`src/rtl/uart_cmd_parser.sv`:
```
// Framed command parser between the UART RX FIFO and game logic: assembles
// SYNC/CMD/LEN/PAYLOAD/CSUM frames and queues a one-byte ACK/NAK into the TX FIFO.
module uart_cmd_parser #(
  parameter logic [7:0] SYNC_BYTE      = 8'hA5,
  parameter int         TIMEOUT_CYCLES = 2_500_000,
  parameter int         ACK_EN         = 1,
  parameter logic [7:0] ACK_BYTE       = 8'h06,
  parameter logic [7:0] NAK_BYTE       = 8'h15
) (
  input  logic        clk,
  input  logic        reset_n,
  input  logic        rx_rdempty,
  output logic        rx_read,
  input  logic [7:0]  rx_readdata,
  input  logic        tx_wrfull,
  output logic        tx_write,
  output logic [7:0]  tx_writedata,
  output logic        cmd_valid,
  output logic [7:0]  cmd_code,
  output logic [2:0]  cmd_len,
  output logic [31:0] cmd_payload,
  output logic        cmd_error,
  output logic [1:0]  err_code
);

  typedef enum logic [2:0] {
    S_IDLE    = 3'd0,
    S_CMD     = 3'd1,
    S_LEN     = 3'd2,
    S_PAYLOAD = 3'd3,
    S_CSUM    = 3'd4
  } state_t;

  localparam logic [1:0]  ERR_LEN  = 2'd1;
  localparam logic [1:0]  ERR_CSUM = 2'd2;
  localparam logic [1:0]  ERR_TO   = 2'd3;
  localparam logic        ACK_ON   = (ACK_EN != 0);
  // cnt_r holds cycles elapsed since the last byte, so firing at TIMEOUT_CYCLES-2
  // puts the registered error strobe exactly TIMEOUT_CYCLES-1 cycles after it.
  localparam logic [31:0] TO_LIMIT = 32'(TIMEOUT_CYCLES - 2);

  function automatic logic [7:0] csum_fold(input logic [7:0] acc, input logic [7:0] b);
    return acc ^ b;
  endfunction

  function automatic logic [31:0] put_byte(input logic [31:0] word, input logic [1:0] idx,
                                           input logic [7:0] b);
    logic [31:0] r;
    r = word;
    case (idx)
      2'd0:    r[7:0]   = b;
      2'd1:    r[15:8]  = b;
      2'd2:    r[23:16] = b;
      2'd3:    r[31:24] = b;
      default: r        = word;
    endcase
    return r;
  endfunction

  state_t      state_r, state_n;
  logic        byte_valid_r;
  logic [7:0]  cmd_r, cmd_n;
  logic [2:0]  len_r, len_n;
  logic [1:0]  idx_r, idx_n;
  logic [31:0] pay_r, pay_n;
  logic [7:0]  csum_r, csum_n;
  logic [31:0] cnt_r;
  logic        pend_r;
  logic [7:0]  pend_data_r;

  logic        good_s;
  logic        bad_s;
  logic [1:0]  bad_code_s;
  logic        resp_s;
  logic [7:0]  resp_byte_s;
  logic        timeout_s;

  // Fetch unit: one pop at a time, the popped byte is valid the following cycle.
  always_ff @(posedge clk or negedge reset_n) begin
    if (!reset_n) begin
      rx_read      <= 1'b0;
      byte_valid_r <= 1'b0;
    end else begin
      rx_read      <= !rx_rdempty && !rx_read;
      byte_valid_r <= rx_read;
    end
  end

  // Frame FSM next-state, field capture and strobe decode.
  always_comb begin
    state_n     = state_r;
    cmd_n       = cmd_r;
    len_n       = len_r;
    idx_n       = idx_r;
    pay_n       = pay_r;
    csum_n      = csum_r;
    good_s      = 1'b0;
    bad_s       = 1'b0;
    bad_code_s  = 2'd0;
    resp_s      = 1'b0;
    resp_byte_s = 8'h00;
    timeout_s   = (state_r != S_IDLE) && !byte_valid_r && (cnt_r >= TO_LIMIT);

    if (byte_valid_r) begin
      case (state_r)
        S_IDLE: begin
          if (rx_readdata == SYNC_BYTE) begin
            state_n = S_CMD;
          end else begin
            state_n = S_IDLE;
          end
        end
        S_CMD: begin
          cmd_n   = rx_readdata;
          csum_n  = rx_readdata;
          state_n = S_LEN;
        end
        S_LEN: begin
          if (rx_readdata > 8'd4) begin
            bad_s       = 1'b1;
            bad_code_s  = ERR_LEN;
            resp_s      = 1'b1;
            resp_byte_s = NAK_BYTE;
            state_n     = S_IDLE;
          end else begin
            len_n   = rx_readdata[2:0];
            csum_n  = csum_fold(csum_r, rx_readdata);
            pay_n   = 32'h0000_0000;
            idx_n   = 2'd0;
            if (rx_readdata == 8'd0) begin
              state_n = S_CSUM;
            end else begin
              state_n = S_PAYLOAD;
            end
          end
        end
        S_PAYLOAD: begin
          pay_n  = put_byte(pay_r, idx_r, rx_readdata);
          csum_n = csum_fold(csum_r, rx_readdata);
          idx_n  = idx_r + 2'd1;
          if ({1'b0, idx_r} == (len_r - 3'd1)) begin
            state_n = S_CSUM;
          end else begin
            state_n = S_PAYLOAD;
          end
        end
        S_CSUM: begin
          resp_s = 1'b1;
          if (rx_readdata == csum_r) begin
            good_s      = 1'b1;
            resp_byte_s = ACK_BYTE;
          end else begin
            bad_s       = 1'b1;
            bad_code_s  = ERR_CSUM;
            resp_byte_s = NAK_BYTE;
          end
          state_n = S_IDLE;
        end
        default: state_n = S_IDLE;
      endcase
    end else if (timeout_s) begin
      bad_s      = 1'b1;
      bad_code_s = ERR_TO;
      state_n    = S_IDLE;
    end else begin
      state_n = state_r;
    end
  end

  // Frame state, working fields and inter-byte timeout counter.
  always_ff @(posedge clk or negedge reset_n) begin
    if (!reset_n) begin
      state_r <= S_IDLE;
      cmd_r   <= 8'h00;
      len_r   <= 3'd0;
      idx_r   <= 2'd0;
      pay_r   <= 32'h0000_0000;
      csum_r  <= 8'h00;
      cnt_r   <= 32'd0;
    end else begin
      state_r <= state_n;
      cmd_r   <= cmd_n;
      len_r   <= len_n;
      idx_r   <= idx_n;
      pay_r   <= pay_n;
      csum_r  <= csum_n;
      if (state_n == S_IDLE) begin
        cnt_r <= 32'd0;
      end else if (byte_valid_r) begin
        cnt_r <= 32'd1;
      end else begin
        cnt_r <= cnt_r + 32'd1;
      end
    end
  end

  // Result strobes and held command/error outputs.
  always_ff @(posedge clk or negedge reset_n) begin
    if (!reset_n) begin
      cmd_valid   <= 1'b0;
      cmd_error   <= 1'b0;
      cmd_code    <= 8'h00;
      cmd_len     <= 3'd0;
      cmd_payload <= 32'h0000_0000;
      err_code    <= 2'd0;
    end else begin
      cmd_valid <= good_s;
      cmd_error <= bad_s;
      if (good_s) begin
        cmd_code    <= cmd_r;
        cmd_len     <= len_r;
        cmd_payload <= pay_r;
      end
      if (bad_s) begin
        err_code <= bad_code_s;
      end
    end
  end

  // One-entry response slot; a fresh response replaces one still waiting on a full FIFO.
  always_ff @(posedge clk or negedge reset_n) begin
    if (!reset_n) begin
      pend_r       <= 1'b0;
      pend_data_r  <= 8'h00;
      tx_write     <= 1'b0;
      tx_writedata <= 8'h00;
    end else begin
      tx_write <= ACK_ON && pend_r && !tx_wrfull;
      if (ACK_ON && pend_r && !tx_wrfull) begin
        tx_writedata <= pend_data_r;
      end
      if (resp_s) begin
        pend_r      <= 1'b1;
        pend_data_r <= resp_byte_s;
      end else if (pend_r && !tx_wrfull) begin
        pend_r <= 1'b0;
      end
    end
  end

endmodule

```
`config.mk`:
```
export PLATFORM = sky130hd
export DESIGN_NAME = uart_cmd_parser
export DESIGN_NICKNAME = d
export VERILOG_FILES = /design/src/rtl/uart_cmd_parser.sv
export SDC_FILE = /design/constraint.sdc
export NUM_CORES = 1
export LEC_CHECK = 0
export CAP_MARGIN = 20
export CORE_MARGIN = 2
export CORE_UTILIZATION = 50
export CTS_BUF_LIST = sky130_fd_sc_hd__clkbuf_8
export CTS_CLUSTER_SIZE = 25
export DETAILED_ROUTE_END_ITERATION = 6
export GPL_ROUTABILITY_DRIVEN = 0
export GPL_TIMING_DRIVEN = 1
export PLACE_DENSITY_LB_ADDON = 0.05
export SYNTH_ARGS = -nofsm -noshare
export SYNTH_HDL_FRONTEND = slang
export SYNTH_SLANG_ARGS = --single-unit
```
`constraint.sdc`:
```
create_clock -name clk -period 1.8 [get_ports clk]
set_input_delay 0.36 -clock clk [delete_from_list [all_inputs] [get_ports clk]]
set_output_delay 0.36 -clock clk [all_outputs]
set_load 0.01 [all_outputs]
```
# Word level (Yosys, flattened, before mapping)
# Cells that the tools add are included.
# op_classes
add_sub_neg	3
mul	0
n_div	0
n_lt_le_gt_ge	2
eq_ne	15
shifts	0
mux	40
bitwise	2
n_reduce_logical	24
# op_table
op	count
2-to-1 mux 32 bit	3
one-hot mux 32 bit (2 select lines)	1
2-to-1 mux 8 bit	5
adder 32 x 1 -> 32 bit, second input constant	1
>= comparator 32 x 22 -> 1 bit, second input constant	1
one-hot mux 8 bit (3 select lines)	1
AND reduction 4 bit	4
2-to-1 mux 3 bit	5
2-to-1 mux 5 bit	3
2-to-1 mux 1 bit	12
one-hot mux 3 bit (4 select lines)	1
one-hot mux 5 bit (2 select lines)	1
AND reduction 3 bit	3
== test 8 bit	1
== test 8 bit, second input constant	1
greater-than comparator 8 x 3 -> 1 bit, second input constant	1
logical NOT 8 bit	1
2-to-1 mux 2 bit	4
!= test 2 x 1 -> 1 bit, second input constant	4
one-hot mux 2 bit (2 select lines)	2
XOR 8 bit	1
== test 3 x 2 -> 1 bit, second input constant	2
logical NOT 3 bit	2
nonzero test 3 bit	2
15 further kinds	24
# word_totals
ff_bits	155
latch_bits	0
ramBits	0
rom_bits	0
input_bits	12
memories	0

# Depth between registers and ports, before layout
# Gate-level depths: netlist of run 1.
# logic_depth
ltp_word	7
mapped_depth	8
mapped_depth_nobuf	7

# Least setup slack after synthesis of run 1
# No wires, ideal clock.
# synth_timing
path_kind	input -> register
startpoint	input port rx_readdata[6]
endpoint	register cmd_code[0]
setup_ps	125
arrival_time_ps	1710
required_ps	1675
slack_ps	-35
path_stages	6
path_buffers	2
cell_sequence	buf_2 > xor2_1 > nor4_2 > nand3_4 > buf_6 > mux2_4
# synth_between
elab_chain_cells	4
# synth_rtl
item	line_no	source
from (decl)	14	input logic [7:0] rx_readdata,
== test 8 bit	149	if (rx_readdata == csum_r) begin
2-to-1 mux 1 bit	149	
2-to-1 mux 1 bit	105	case (state_r)
2-to-1 mux 1 bit	104	if (byte_valid_r) begin
to (signal assigned)	210	cmd_code <= cmd_r;
to (decl)	19	output logic [7:0] cmd_code,
# No other way between the ends.
# A chain may end at the register's enable or synchronous reset.

# Worst setup path after layout of run 1
# layout_timing
startpoint	register csum_r[7]
endpoint	register cmd_code[6]
# layout_between
elab_chain_cells	4
# layout_rtl
item	line_no	source
from (decl)	66	logic [7:0] csum_r, csum_n;
from (signal assigned)	186	csum_r <= csum_n;
== test 8 bit	149	
2-to-1 mux 1 bit	149	
2-to-1 mux 1 bit	105	
2-to-1 mux 1 bit	104	
# No other way between the ends.

==> impl_results.md, run 1 <==
* DP Area at approximately 7900 um2
* Worst Setup End Kind: flip-flop
* Worst Setup SP: csum_r[7]
* Worst Hold Class: input pin to asynchronous set/reset pin
* Outcome: complete, but fails checks
* Asr flop ratio synth at 1.00
* CP required at 2130 ps
* Initial DRC Count at ~350
* Core box area at between 10,000 and 15,000 um2
* Setup WS pre-CTS at -594 ps
* Critical path type: flip-flop to flip-flop
* Critical Path Start Type: flip-flop
* Pwr Total at about 6600 uW
* Most frequent cells in the layout: 143 x dfrtp_1, 59 x buf_4, 58 x clkdlybuf4s50_1, 52 x nand2_1, 44 x a21oi_1
* Drt total wl at between 15,000 and 20,000 um
* GRT Util Overall at 0.223
* Min Tclk post-route at approximately 1800 ps
* Post-synthesis xor/xnor area fraction at 0.0407
* Vias in the first global route at just under 5,000
* Largest family of logic cells by synthesized area: simple AND/OR/NAND/NOR gates
* FF-to-FF Start: csum_r[7]
* Top_reg_cell synth: dfrtp_1
* Slack of the critical path at -20.3 ps
* P&R area growth vs syn at 29.3%
* PortBufs at 64
* CTS Buf Count at 17
* Via/cell ratio at roughly 5.4
* Vias post-DR at around 4,900
* Drt drc at 0
* Clock Root Buffer: clkbuf_8
* RSZ-0062 raised after global routing: true
* Die area at roughly 14,000 um2
* Largest net degree at the start of global routing at between 50 and 60
* CTS tree: yes
* Most common cell after layout, fill and taps aside: dfrtp_1
* Final HPWL DP at around 10,000 um
* CTS Buffer Depth at 2
* Worst-path maximum fanout at 21
* Hold Violations, Final at 0
* Seq cells post-synth at about 150
* Violated checks: negative setup slack
* Critical Path AT at 2150 ps
* Critical R2R Capture: cmd_code[6]
* Compound-Gate Fraction of Synth Area at 0.0956
* Hold Slack at around 420 ps
* Clock latency on the worst-skew pair at 450 ps
* Nets at roughly 740
* Initial core utilization at 0.508
* Power per cell area at about 770 nW/um2
* Router iterations before antenna repair at 7
* Ports at 69
* Slew Viols, Final at 0
* VDD IR max at about 0.00079 V
* Clk_skew at about 9.3 ps
* WL per Instance at 16.6 um
* Synth Instances at between 500 and 600
* CTS H-tree lvls at 4
* Layout cells sized above 1 at 0.270
* Sequential area share after synthesis at 0.543
* Crit path capture: cmd_code[6]
* Synth Area per Inst at between 10 and 15 um2
* MaxCap Viol Count at 0
* Initial antenna violation count at 0
* First-pass GRT wire length at approximately 25,000 um
* Chip width at about 120 um
* Die Ht at between 100 and 150 um
* Number of flops mapped to enable cells by yosys at 0
* Global route total overflow at 0
* YS warnings at 0
* Final setup viols at 23
* Rows at between 40 and 50
* Leak at 0.00396 uW
* Clk sinks at approximately 150
* FMAX at ~550 MHz
* Routed Antenna Nets at 0
* FF-to-FF path depth at 6
* Fin area at around 8600 um2
* Mapped cell area at ~6700 um2
* Tcrit/Tclk final at 1.01
* Synth Area in Simple Gates at 0.144
* Setup slack, reg-to-reg at -20 ps
* Mux share of post-synthesis cell area at 0.122
* Distinct cells, synth at 52
* Worst-path clk slew at approximately 80 ps
* Antenna cells at 0
* Adder-cell share of the synthesized area at 0.0131
## synth_stat cells (all sizes together) (2+ instances only)
master | n | share of area
a31oi | 2 | 0.0019
a21oi | 46 | 0.034
inv | 14 | 0.0079
or3 | 2 | 0.0019
dfrtp | 145 | 0.54
a22oi | 3 | 0.0034
o31ai | 3 | 0.0034
and3 | 8 | 0.0075
ha | 7 | 0.013
nor4 | 10 | 0.014
o41ai | 5 | 0.0066
a221o | 2 | 0.0030
o21ai | 37 | 0.028
nand3 | 18 | 0.015
nand2 | 52 | 0.029
xor2 | 23 | 0.030
clkbuf | 17 | 0.0096
nor3 | 9 | 0.0075
nor2b | 34 | 0.032
xnor2 | 8 | 0.010
a211o | 2 | 0.0026
and2 | 2 | 0.0019
mux2 | 57 | 0.12
mux2i | 3 | 0.0045
a21bo | 2 | 0.0030
nand4 | 7 | 0.0066
nor2 | 34 | 0.019
nor3b | 2 | 0.0022
buf | 22 | 0.023
## metal layers
layer,track usage,part of all wire
met1,0.307,0.47
met5,0,0
met4,0.0721,0.015
met3,0.0589,0.043
met2,0.347,0.48
## cell type report
| class | count | area (um2) |
|---|---|---|
| repair buffers | 137 | 1280 |
| flip-flops and latches | 145 | 3630 |
| well taps | 176 | 220 |
| clock buffers | 22 | 303 |
| clock inverters | 10 | 155 |
| fillers | 1049 | 4510 |
| multi-input cells | 405 | 2980 |
| inverters | 14 | 52.6 |
## sequential cells by signal, indices dropped and copies added, names as in the netlist, 2 cells and up
signal,cells
pend_data_r,3
len_r,3
cmd_r,8
cnt_r,32
err_code,2
state_r,3
pay_r,32
cmd_code,8
idx_r,2
cmd_payload,32
tx_writedata,3
csum_r,8
cmd_len,3
## worst min-delay path by stage
stage,startpoint,end,cells past startpoint
2_1_floorplan,reset_n,byte_valid_r,0
3_3_place_gp,reset_n,tx_write,1
5_1_grt,reset_n,pend_r,2
3_5_place_dp,reset_n,tx_write,1
4_1_cts,rx_rdempty,rx_read,2
6_report,reset_n,tx_write,2
## metrics by stage
| stage | cells | setup TNS, ps | utilization |
|---|---|---|---|
| after floorplan | 603 | 0 | - |
| after global routing | 909 | -3040 | 0.657 |
| after CTS | 905 | -390 | 0.642 |
| after global placement | 871 | -50920 | 0.603 |
| after detailed placement | 871 | -48620 | 0.603 |
| final | 909 | -231 | 0.657 |
## worst max-delay path, stage by stage, from the launching register on
cell	delay, ps
dfrtp_1	410
xor2_1	190
nor4_2	280
buf_4	170
nand3_4	110
buf_12	220
mux2_4	310
## logic make-up (layout without fill, tap and decap cells)
kind of cell               Yosys count  in the layout
AOI/OAI and AO/OA                  109            109
xor gates and xnor gates            31             31
adders and majority gates            7              7
buffers and inverters               53            183
DFF                                145            145
muxes                               60             60
other                                1             14
and+or+nand+nor                    184            184
## what timing repair did
action | in CTS | in global routing
buffers inserted | 1 | 4
pin swaps | 0 | 4
resized for setup | 10 | 35
hold endpoints to repair | 44 | 0
endpoints found under the setup margin | 83 | 109
hold buffers | 1 | 0
## power breakdown
group / internal [uW] / switching (uW) / leakage [uW]
sequential: 3300 / 33.9 / 0.00191
combinational: 156 / 224 / 0.00181
clock: 1690 / 1210 / 0.000236
No activity file was read; power rests on OpenSTA's default activity.
==> run 2: changes to the inputs <==
Settings changed: MAX_ROUTING_LAYER set to met4.
==> run 2 against run 1 <==
Effect of this change: the flow still finishes with violations (negative setup slack); combinational power is essentially flat; clock skew shrank 1.1 ps; clock-buffer cell count is the same; first-iteration DRC count shrank 9.2%.
==> impl_results.md, run 2 (synthesized netlist as in run 1, its figures left out) <==
* Outcome: complete, but fails checks (unchanged)
* Violated checks: negative setup slack (unchanged)
* Metal3 WL at 615 um (was 653 um)
* Initial core utilization at 0.508 (unchanged)
* CTS H-tree lvls at 4 (unchanged)
* Leak at 0.00396 uW (unchanged)
* VDD IR max at 0.000818 V (was 0.000793 V)
* Critical path type: flip-flop to flip-flop (unchanged)
* Router iterations before antenna repair at 5 (was 7)
* Critical Path AT at 2150 ps (about the same)
* Worst-path maximum fanout at 21 (unchanged)
* Min Tclk post-route at 1820 ps (about the same)
* Most frequent cells in the layout: 143 x dfrtp_1, 59 x buf_4, 58 x clkdlybuf4s50_1, 52 x nand2_1, 44 x a21oi_1 (unchanged)
* CP required at 2130 ps (about the same)
* Vias post-DR at 4,848 (was 4,876)
* Fin area at 8630 um2 (unchanged)
* Biggest regs: cmd_payload (32), cnt_r (32), pay_r (32) (unchanged)
* Global route total overflow at 0 (unchanged)
* Vias in the first global route at 4,864 (was 4,883)
* Via/cell ratio at 5.33 (was 5.36)
* Drt drc at 0 (unchanged)
* Drt total wl at 15,100 um (about the same)
* Power per cell area at 767 nW/um2 (about the same)
* MaxCap Viol Count at 0 (unchanged)
* Initial antenna violation count at 0 (unchanged)
* Layout cells sized above 1 at 0.270 (unchanged)
* CTS Buf Count at 17 (unchanged)
* WL per Instance at 16.6 um (about the same)
* Chip width at 120 um (unchanged)
* Worst Hold Class: input pin to asynchronous set/reset pin (unchanged)
* Fill cell total of the finished layout at 1,049 (unchanged)
* First-pass GRT wire length at 25,000 um (was 24,900 um)
* Clock Root Buffer: clkbuf_8 (unchanged)
* Initial DRC Count at 315 (was 347)
* M1 wire length at 7150 um (was 7040 um)
* Final HPWL DP at 10,300 um (unchanged)
* Die area at 14,300 um2 (unchanged)
* Clk_skew at 8.24 ps (was 9.33 ps)
* Tcrit/Tclk final at 1.01 (about the same)
* RSZ-0062 raised after global routing: true (unchanged)
* CTS Buffer Depth at 2 (unchanged)
* Ports at 69 (unchanged)
* Nets at 739 (unchanged)
* Hold Slack at 423 ps (was 418 ps)
* Clk sinks at 145 (unchanged)
* Worst Setup End Kind: flip-flop (unchanged)
* Routed Antenna Nets at 0 (unchanged)
* Most common cell after layout, fill and taps aside: dfrtp_1 (unchanged)
* DP Area at 7930 um2 (unchanged)
* Largest net degree at the start of global routing at 51 (unchanged)
* Detail Route met2 WL at 7090 um (was 7180 um)
* CTS tree: yes (unchanged)
* Rows at 42 (unchanged)
* Placed insts at 871 (unchanged)
* Clock latency on the worst-skew pair at 450 ps (about the same)
* Die Ht at 120 um (unchanged)
* DR top layer: met4 (unchanged)
* PortBufs at 64 (unchanged)
* Post-Layout Cell Count at 909 (unchanged)
* Worst-path clk slew at 80 ps (about the same)
* P&R area growth vs syn at 29.3% (unchanged)
* Antenna cells at 0 (unchanged)
* Core box area at 13,100 um2 (unchanged)
* GRT Util Overall at 0.230 (was 0.223)
* Critical Path Start Type: flip-flop (unchanged)
* FMAX at 549 MHz (about the same)
* Slack of the critical path at -20.0 ps (was -20.3 ps)
* Setup slack, reg-to-reg at -20 ps (about the same)
* Final setup viols at 23 (unchanged)
* Hold Violations, Final at 0 (unchanged)
* Slew Viols, Final at 0 (unchanged)
* Fin util at 0.657 (unchanged)
run 2: cell counts in the layout (fill, tap and decap cells not counted):
Identical to the previous run, type by type.
run 2: cell type report:
class                           count  area (um2)  area share
Timing Repair Buffer              137        1280       0.149
Sequential cell                   145        3630       0.421
Tap cell                          176         220      0.0255
Clock inverter                     10         155      0.0180
Multi-Input combinational cell    405        2980       0.346
Clock buffer                       22         303      0.0351
Inverter                           14        52.6     0.00609
run 2: through the flow:
| step | worst slack (ps) | power (uW) | setup TNS [ps] |
|---|---|---|---|
| after CTS | -24.0 | 6650 | -390 |
| after floorplan | 5.82 | 3530 | 0 |
| after global placement | -566 | 3740 | -50920 |
| after global routing | -87.7 | 6870 | -3040 |
| after detailed placement | -594 | 3750 | -48620 |
| final | -20.0 | 6620 | -244 |
run 2: metal layers:
metal / vias to the layer above / track usage
li1: 2285 / -
met1: 2440 / 0.312
met2: 107 / 0.343
met3: 16 / 0.0585
met4: 0 / 0.0721
met5: - / -
run 2: timing repair:
item                                    4_1_cts  5_1_grt
hold endpoints to repair                     44        0
endpoints found under the setup margin       83      109
pin swaps                                     0        4
hold buffers                                  1        0
buffers inserted                              1        4
resized for setup                            10       35
run 2: path summary, 6_finish.rpt:
check,end,cells past startpoint,from
setup / recovery,cmd_code[6],6,csum_r[7]
hold / removal,tx_write,2,reset_n
setup reg to reg,cmd_code[6],6,csum_r[7]
hold reg to reg,byte_valid_r,0,rx_read
max in group asynchronous,cmd_payload[12],3,reset_n
min in group clk,rx_read,2,rx_rdempty
run 2: worst max-delay path: stages (launching register included):
cell and delay (ps):
dfrtp_1 410, xor2_1 190, nor4_2 280, buf_4 170, nand3_4 110, buf_12 220
mux2_4 310
run 2: power by group:
part	switching [uW]	internal [uW]	total [uW]	leakage, uW
clock network	1220	1690	2900	0.000236
logic	223	156	379	0.00181
registers	33.9	3300	3340	0.00191
